===== config.mk =====
export PLATFORM = sky130hd
export DESIGN_NAME = pu_controller
export DESIGN_NICKNAME = d
export VERILOG_FILES = /design/src/rtl/pu_ctrl_pkg.sv /design/src/rtl/pu_ctrl_counter.sv /design/src/rtl/pu_controller.sv
export SDC_FILE = /design/constraint.sdc
export NUM_CORES = 1
export LEC_CHECK = 0
export BUFFER_PORTS_ARGS = -buffer_cell sky130_fd_sc_hd__buf_2
export CAP_MARGIN = 20
export CORE_ASPECT_RATIO = 0.6
export CORE_MARGIN = 2
export CORE_UTILIZATION = 25
export DETAILED_ROUTE_END_ITERATION = 8
export PLACE_DENSITY = 0.53
export SLEW_MARGIN = 15
export SYNTH_ARGS = -nofsm -noshare
export SYNTH_HDL_FRONTEND = slang
export SYNTH_SLANG_ARGS = --single-unit

===== constraint.sdc =====
create_clock -name clk -period 2 [get_ports clk]
set_clock_uncertainty 0.2 [all_clocks]
set_input_delay 0.3 -clock clk [delete_from_list [all_inputs] [get_ports clk]]
set_output_delay 0.3 -clock clk [all_outputs]
set_load 0.1 [all_outputs]

===== src/rtl/pu_ctrl_pkg.sv =====
// Shared definitions for the PU sequencing controller.
// Holds the FSM state encoding and the default sizing constants used by
// pu_controller and its counters.
package pu_ctrl_pkg;

    // Default sizing for the 4-lane processing unit.
    localparam int unsigned DefNumNeurons = 4;
    localparam int unsigned DefAddCycles  = 1;
    localparam int unsigned DefMaxIter    = 16;

    typedef enum logic [2:0] {
        StIdle   = 3'd0,
        StInit   = 3'd1,
        StMult   = 3'd2,
        StAdd    = 3'd3,
        StStore  = 3'd4,
        StUpdate = 3'd5,
        StCheck  = 3'd6,
        StDone   = 3'd7
    } state_e;

endpackage


===== src/rtl/pu_ctrl_counter.sv =====
// Saturating up-counter with synchronous clear, enable and terminal count.
// Ports:
//   clk, rst  - clock and asynchronous active-high reset
//   clr       - synchronous clear to zero (priority over en)
//   en        - count up by one; holds once the terminal value is reached
//   count     - current value
//   tc        - high while count equals Max
module pu_ctrl_counter #(
    parameter int unsigned Width = 2,
    parameter int unsigned Max   = 3
) (
    input  logic             clk,
    input  logic             rst,
    input  logic             clr,
    input  logic             en,
    output logic [Width-1:0] count,
    output logic             tc
);

    logic [Width-1:0] count_q, count_d;

    assign tc    = (count_q == Width'(Max));
    assign count = count_q;

    always_comb begin
        count_d = count_q;
        if (clr) begin
            count_d = '0;
        end else if (en && !tc) begin
            count_d = count_q + 1'b1;
        end
    end

    always_ff @(posedge clk or posedge rst) begin
        if (rst) begin
            count_q <= '0;
        end else begin
            count_q <= count_d;
        end
    end

endmodule


===== src/rtl/pu_controller.sv =====
// Sequencing FSM for the 4-lane floating-point processing unit.
// Evaluates every neuron once per iteration (multiply, settle adder tree,
// store), copies the activation bank back into the PU inputs, then checks
// the one-left detector or the iteration limit to decide whether to stop.
// Ports:
//   clk, rst    - clock and asynchronous active-high reset
//   start       - begin a run (only honoured in idle)
//   one_left    - exactly one nonzero activation remains in the input bank
//   busy        - high in every state except idle
//   done        - one-cycle pulse ending a run
//   timeout     - last run stopped on the iteration limit; held until next start
//   x_init      - load external inputs into the PU input bank
//   x_update    - copy activation bank into the PU input bank
//   sel         - neuron whose weight row feeds the multipliers
//   mult_write  - mult register bank write enable
//   out_write   - write adder-tree result to activation slot out_idx
//   out_idx     - activation slot index (same as sel)
//   iter        - completed iterations in the current run
module pu_controller
    import pu_ctrl_pkg::*;
#(
    parameter int unsigned NUM_NEURONS = DefNumNeurons,
    parameter int unsigned ADD_CYCLES  = DefAddCycles,
    parameter int unsigned MAX_ITER    = DefMaxIter,
    parameter int unsigned IDX_W       = $clog2(NUM_NEURONS),
    parameter int unsigned ITER_W      = $clog2(MAX_ITER + 1)
) (
    input  logic              clk,
    input  logic              rst,
    input  logic              start,
    input  logic              one_left,
    output logic              busy,
    output logic              done,
    output logic              timeout,
    output logic              x_init,
    output logic              x_update,
    output logic [IDX_W-1:0]  sel,
    output logic              mult_write,
    output logic              out_write,
    output logic [IDX_W-1:0]  out_idx,
    output logic [ITER_W-1:0] iter
);

    // Settle counter spans 0..ADD_CYCLES-1; keep at least one bit.
    localparam int unsigned SetW = (ADD_CYCLES > 1) ? $clog2(ADD_CYCLES) : 1;

    state_e state_q, state_d;
    logic   timeout_q, timeout_d;

    logic sel_clr, sel_en, sel_tc;
    logic iter_clr, iter_en, iter_tc;
    logic set_clr, set_en, set_tc;

    logic [SetW-1:0] set_count;
    logic            unused_set_count;

    assign unused_set_count = ^set_count;

    pu_ctrl_counter #(
        .Width (IDX_W),
        .Max   (NUM_NEURONS - 1)
    ) u_sel_cnt (
        .clk   (clk),
        .rst   (rst),
        .clr   (sel_clr),
        .en    (sel_en),
        .count (sel),
        .tc    (sel_tc)
    );

    pu_ctrl_counter #(
        .Width (ITER_W),
        .Max   (MAX_ITER)
    ) u_iter_cnt (
        .clk   (clk),
        .rst   (rst),
        .clr   (iter_clr),
        .en    (iter_en),
        .count (iter),
        .tc    (iter_tc)
    );

    pu_ctrl_counter #(
        .Width (SetW),
        .Max   (ADD_CYCLES - 1)
    ) u_settle_cnt (
        .clk   (clk),
        .rst   (rst),
        .clr   (set_clr),
        .en    (set_en),
        .count (set_count),
        .tc    (set_tc)
    );

    // Settle counter only runs in ADD and sits at zero everywhere else.
    assign set_en  = (state_q == StAdd);
    assign set_clr = (state_q != StAdd);

    always_comb begin
        state_d    = state_q;
        timeout_d  = timeout_q;
        sel_clr    = 1'b0;
        sel_en     = 1'b0;
        iter_clr   = 1'b0;
        iter_en    = 1'b0;
        x_init     = 1'b0;
        x_update   = 1'b0;
        mult_write = 1'b0;
        out_write  = 1'b0;
        done       = 1'b0;

        unique case (state_q)
            StIdle: begin
                if (start) state_d = StInit;
            end
            StInit: begin
                x_init    = 1'b1;
                sel_clr   = 1'b1;
                iter_clr  = 1'b1;
                timeout_d = 1'b0;
                state_d   = StMult;
            end
            StMult: begin
                mult_write = 1'b1;
                state_d    = StAdd;
            end
            StAdd: begin
                if (set_tc) state_d = StStore;
            end
            StStore: begin
                out_write = 1'b1;
                if (sel_tc) begin
                    state_d = StUpdate;
                end else begin
                    sel_en  = 1'b1;
                    state_d = StMult;
                end
            end
            StUpdate: begin
                x_update = 1'b1;
                iter_en  = 1'b1;
                state_d  = StCheck;
            end
            StCheck: begin
                // one_left takes priority over the iteration limit.
                if (one_left) begin
                    timeout_d = 1'b0;
                    state_d   = StDone;
                end else if (iter_tc) begin
                    timeout_d = 1'b1;
                    state_d   = StDone;
                end else begin
                    sel_clr = 1'b1;
                    state_d = StMult;
                end
            end
            StDone: begin
                done    = 1'b1;
                state_d = StIdle;
            end
            default: state_d = StIdle;
        endcase
    end

    always_ff @(posedge clk or posedge rst) begin
        if (rst) begin
            state_q   <= StIdle;
            timeout_q <= 1'b0;
        end else begin
            state_q   <= state_d;
            timeout_q <= timeout_d;
        end
    end

    assign busy    = (state_q != StIdle);
    assign timeout = timeout_q;
    assign out_idx = sel;

endmodule


==> results of run 1 <==
routing by layer:
layer	track usage	wire length [um]
met4	0.01091	0
met1	0.1376	950
met3	0.05000	86
met5	0	0
met2	0.1593	763
state kept, by name (all words and copies together) (netlist names):
register,cells
u_iter_cnt.count,5
state_q,3
u_sel_cnt.count,2
timeout,1
u_settle_cnt.count,1
final cells by class:
| type | count | area (um2) | area share |
|---|---|---|---|
| Multi-Input combinational cell | 63 | 425.4 | 0.3963 |
| Sequential cell | 12 | 310.3 | 0.2890 |
| Timing Repair Buffer | 23 | 217.7 | 0.2028 |
| Tap cell | 42 | 52.55 | 0.04895 |
| Clock buffer | 4 | 45.04 | 0.04196 |
| Inverter | 6 | 22.52 | 0.02098 |
tightest hold or removal path: stages:
cell and delay [ns]:
buf_2 0.14, a32o_1 0.17, nor2_1 0.05
cells in the mapped netlist (2+ instances only):
| cell type | number |
|---|---|
| dfrtp_1 | 12 |
| nor2_1 | 9 |
| inv_1 | 6 |
| nand2_1 | 6 |
| o21ai_0 | 6 |
| nor2b_1 | 5 |
| buf_2 | 4 |
| nand3_1 | 4 |
| ha_1 | 3 |
| nor3_1 | 3 |
| a21o_1 | 2 |
| a21oi_1 | 2 |
| a32o_1 | 2 |
| buf_4 | 2 |
| nand2b_1 | 2 |
| nand3b_1 | 2 |
| o221ai_1 | 2 |
worst max path at each step:
| stage | endpoint | cells past startpoint | from |
|---|---|---|---|
| detailed placement | mult_write | 3 | state_q[1] |
| global placement | mult_write | 3 | state_q[1] |
| finish | x_init | 3 | state_q[1] |
| floorplan | mult_write | 3 | state_q[2] |
| global route | x_init | 3 | state_q[1] |
| CTS | mult_write | 3 | state_q[1] |
stage by stage:
stage / util / cell area (um2) / TNS, ns
final: 0.3667 / 1074 / 0
after global routing: 0.3667 / 1074 / 0
after CTS: 0.3662 / 1072 / 0
after detailed placement: 0.3462 / 1013 / 0
after global placement: 0.3462 / 1013 / 0
after floorplan: - / 803.3 / -0.04376
logic make-up after synthesis:
kind of cell,synth area share
AOI/OAI and AO/OA,0.1898
adders and majority gates,0.04785
buffers and inverters,0.09249
DFF,0.3828
muxes,0.01276
other,0.004780
and+or+nand+nor,0.2695
what timing repair did:
item	CTS	global route
endpoints found under the hold margin	12	0
resized for setup	2	1
hold buffers	1	0
setup buffers	0	0
endpoints found under the setup margin	2	2
==> results.cfg, run 1 <==
[die]
die_w_um = 76.32
io_pins = 20
fp.dieH_um = 47.39
core_area_um2 = 2928
die_area_um2 = 3617
rows = 15
initial_cell_density_of_the_core = 0.2679

[grt]
grt_overflow = 0
grt_use_total = 0.1033
grt_max_degree = 15
first_global_vias = 586
grt_antenna_before_repair = 0
grt_first_pass_wirelength_um = 2773

[logic_synthesis]
ys.flop_type = dfrtp_1
async_flop_share = 1.000
synth_seq_cells = 12
yosys_warnings = 0
yosysTopAreaCell = dfrtp_1
synth.distinct_cells = 34
yosysSeqAreaShare = 0.3828
netlist.area_leader.share = 0.3828
synthCells = 89
synth_nets = 96
synthesis.area_um2 = 784.5
synth.area.top_cells = dfrtp_1, ha_1, nor2_1
post_synth_edffs = 0
syn_area_per_cell_um2 = 8.815

[clock_network]
clk_sink_count = 12
inserted_clock_buffers = 3
cts_max_level = 1
cts_max_path_buffers = 2
clock_tree_from_tritoncts = yes
cts-root-buf = clkbuf_8
clk-insertion-delay-late_ns = 0.24
clkTransAtPathRegs_ns = 0.05

[layout]
final_nets = 116
layout_commonest_cell = buf_2
layout.cells.non_filler = 150
fillCellCount = 316
antenna_cells = 0
syn_to_final_growth_pct = 36.84
mostFrequentLayoutCells = buf_2, nor2_1, dfrtp_2
final_layout_size_suffix_gt1_frac = 0.3704

[critical_path]
criticalPathCategory = reg -> out
crit_slowest_cell = dfrtp_2
r2r_cells = 6
timing.critical_path.buf_inv = 1
critPathTopFamily = simple AND/OR/NAND/NOR gates
path_max_fanout = 13
worst-r2r-setup-slack_ns = 0.30
crit_path_end_kind = output pin
rr_endpoint = state_q[0]
worstReg2RegStart = u_iter_cnt.count[0]
cp.required_ns = 1.50
critical_path.max_stage_delay_ns = 0.48
worst-endpoint-arrival_ns = 1.39
setup.worst_path.start_class = flop
crit_chain = nand2b_1 -> nor2_4 -> buf_12

[sta]
report.final.hold_viol_count = 0
timing.fmax_mhz = 529.3
final_setup_slack_of_the_worst_path_ns = 0.1109
layout_worst_path_cycle_share = 0.9446
timing.final.crit_period_ns = 1.889
setup-violations-final = 0
timing.hold.ws_ns = 0.2671
grt_setup_unrepaired = false
final-max-slew-violation-count = 0

[min_path]
hold_path_class = in -> reg
hold_end = timeout
min_from = one_left
number_of_cells_on_the_worst_hold_path = 3

[route]
routed_wirelength_um = 1799
final_antenna_net_count = 0
remaining_drc_errors = 0
detailroute.via_count = 673
vias_per_cell = 4.487
wire_length_per_cell_after_detailed_routing_um = 11.99
drt_first_iter_violations = 19
firstDrtPassIters = 4

[place]
port_buffers = 19
dp_hpwl_um = 1389
gp_congestion = 0.7338
worst_setup_timing_slack_at_the_placement_stage_ns = 0.2027
dp_cells = 145

[job]
max_capacitance_violation_count = 0

[run_status]
outcome = finished clean
Power of run 1 is not shown: default switching activity piles up to over one toggle a cycle in this logic, so the estimate is an artifact.
==> run 2, diff against run 1 <==
--- a/config.mk
+++ b/config.mk
@@ -5,12 +5,14 @@
 export SDC_FILE = /design/constraint.sdc
 export NUM_CORES = 1
 export LEC_CHECK = 0
+export ABC_AREA = 1
 export BUFFER_PORTS_ARGS = -buffer_cell sky130_fd_sc_hd__buf_2
 export CAP_MARGIN = 20
 export CORE_ASPECT_RATIO = 0.6
 export CORE_MARGIN = 2
 export CORE_UTILIZATION = 25
 export DETAILED_ROUTE_END_ITERATION = 8
+export MAX_ROUTING_LAYER = met4
 export PLACE_DENSITY = 0.53
 export SLEW_MARGIN = 15
 export SYNTH_ARGS = -nofsm -noshare
==> run 2 against run 1 <==
Against the previous run: register-to-register slack gained 0.07 ns; maximum frequency shrank 0.18%; final area shrank 10%; hold slack lost 0.13 ns; first-iteration DRC count grew 79%; global-route usage grew 0.084 points; flip-flop and latch count is the same; via count shrank 5.5%; largest cell class unchanged; worst setup slack lost 0.0035 ns; critical endpoint is now done; clock-buffer cell count is the same; routed wire length shrank 11%; die area shrank 7.1%.
==> results.cfg, run 2 <==
[critical_path]
worst-endpoint-arrival_ns = 1.39
setup.worst_path.start_class = flop
worst-r2r-setup-slack_ns = 0.37
path_max_fanout = 7
startpoint = state_q[2]
cp.required_ns = 1.50
crit_path_end_kind = output pin
r2r_cells = 8
criticalPathCategory = reg -> out
worstReg2RegStart = u_iter_cnt.count[0]
rr_endpoint = u_sel_cnt.count[0]
critical_path.endpoint = done

[route]
final_antenna_net_count = 0
drt_first_iter_violations = 34
wire_length_per_cell_after_detailed_routing_um = 10.38
detailroute.via_count = 636
remaining_drc_errors = 0
firstDrtPassIters = 4
routed_wirelength_um = 1598
vias_per_cell = 4.130

[grt]
grt_first_pass_wirelength_um = 2456
grt_use_met1 = 0.1541
first_global_vias = 529
grt_use_total = 0.1041
grt_most_used_layer = met1
gr-usage-met2 = 0.1196
grt_antenna_before_repair = 0
grt_overflow = 0
grt.met3_usage = 0.04646
grt_max_degree = 13

[logic_synthesis]
ys.flop_type = dfrtp_1
synthCells = 97
yosysTopAreaCell = dfrtp_1
synth.distinct_cells = 23
synth_seq_cells = 12
synth_common_cells = nand2_1, inv_1, dfrtp_1
synth_nets = 104
synth_most_common_cell = nand2_1
synth.area.top_cells = dfrtp_1, nand2_1, inv_1
netlist.area_leader.share = 0.4145
async_flop_share = 1.000
yosysSeqAreaShare = 0.4145
yosys_warnings = 0
syn_area_per_cell_um2 = 7.469
synthesis.area_um2 = 724.4
post_synth_edffs = 0

[clock_network]
clk_sink_count = 12
clock_tree_from_tritoncts = yes
inserted_clock_buffers = 3
cts_max_path_buffers = 2
clk-insertion-delay-late_ns = 0.24
clkTransAtPathRegs_ns = 0.06
cts_post_setup_buffers_inserted = 0
cts-root-buf = clkbuf_8
cts_max_level = 1

[layout]
final_nets = 128
syn_to_final_growth_pct = 32.82
antenna_cells = 0
final_layout_size_suffix_gt1_frac = 0.3000
layout_commonest_cell = nand2_1
mostFrequentLayoutCells = nand2_1, inv_1, buf_2, dfrtp_1, nand3_1
largest_register_ff_count = 5

[sta]
slew_worst_pin_ns = 0.5028
timing.final.crit_period_ns = 1.893
report.final.hold_viol_count = 0
layout_worst_path_cycle_share = 0.9463
timing.fmax_mhz = 528.4
grt_setup_unrepaired = false
final_setup_slack_of_the_worst_path_ns = 0.1074
tns_ns = 0
setup-violations-final = 0
worst_slew_margin_rel = 0.6644
final-max-slew-violation-count = 0

[die]
core_area_um2 = 2815
initial_cell_density_of_the_core = 0.2573
die_w_um = 73.50
io_pins = 20
rows = 15
fp.dieH_um = 45.70
die_area_um2 = 3358

[place]
gp_congestion = 0.8342
port_buffers = 19
worst_setup_timing_slack_at_the_placement_stage_ns = 0.3119
dp_hpwl_um = 1252

[job]
max_capacitance_violation_count = 0

[min_path]
hold_path_class = in -> reg

[run_status]
outcome = finished clean
==> run 2: cell count changes after synthesis, moves of 3 or more <==
cell	previous run	this run
buf_2	4	0
inv_1	6	16
nand2_1	6	23
nand3_1	4	9
nor2_1	9	5
nor2b_1	5	0
o21ai_0	6	1
o21ai_1	0	6
xor2_1	0	3
==> run 2: how the worst min path moves through the flow <==
| stage | endpoint | slack [ns] | start | cells after the start |
|---|---|---|---|---|
| 2_1_floorplan | state_q[0] | -0.04 | rst | 1 |
| 3_3_place_gp | u_sel_cnt.count[0] | 0.14 | rst | 2 |
| 3_5_place_dp | u_sel_cnt.count[0] | 0.15 | rst | 2 |
| 4_1_cts | state_q[0] | 0.14 | start | 4 |
| 5_1_grt | timeout | 0.18 | one_left | 4 |
| 6_report | state_q[0] | 0.14 | start | 4 |
==> run 2: final cells by class <==
type | count | area (um2)
Clock buffer | 4 | 55.05
Fill cell | 312 | 1853
Inverter | 21 | 81.33
Multi-Input combinational cell | 62 | 332.8
Sequential cell | 12 | 302.8
Tap cell | 34 | 42.54
Timing Repair Buffer | 21 | 147.6
==> run 2: repair_timing <==
item                                    CTS  global route
hold endpoints to repair                 12             0
hold buffers                              1             0
resized for setup                         0             2
endpoints found under the setup margin    0             2
==> run 2: metrics by stage <==
| step | std cells | area, um2 | util | hold slack, ns |
|---|---|---|---|---|
| 4_1_cts | 154 | 957.2 | 0.3400 | 0.1421 |
| 2_1_floorplan | 97 | 732.0 | - | -0.03544 |
| 3_5_place_dp | 149 | 892.1 | 0.3169 | 0.1502 |
| 3_3_place_gp | 149 | 892.1 | 0.3169 | 0.1408 |
| 6_report | 154 | 962.2 | 0.3418 | 0.1404 |
| 5_1_grt | 154 | 962.2 | 0.3418 | 0.1810 |
==> run 2: cells by family after synthesis <==
group                      synth area share
xor gates and xnor gates            0.04837
and+or+nand+nor                      0.2919
DFF                                  0.4145
AOI/OAI and AO/OA                   0.05526
other                              0.005176
buffers and inverters                0.1330
adders and majority gates           0.05182
==> run 2: critical path, stage by stage (launching register included) <==
cell,delay [ns]
dfrtp_1,0.50
inv_2,0.12
nor2_2,0.11
buf_2,0.42
==> run 2: routing by layer <==
layer / wire length, um / up-vias
met5: 0 / -
met4: 0 / 0
met3: 92 / 0
met2: 632 / 19
met1: 873 / 276
li1: - / 341
Power of run 2 is left out for the same reason.
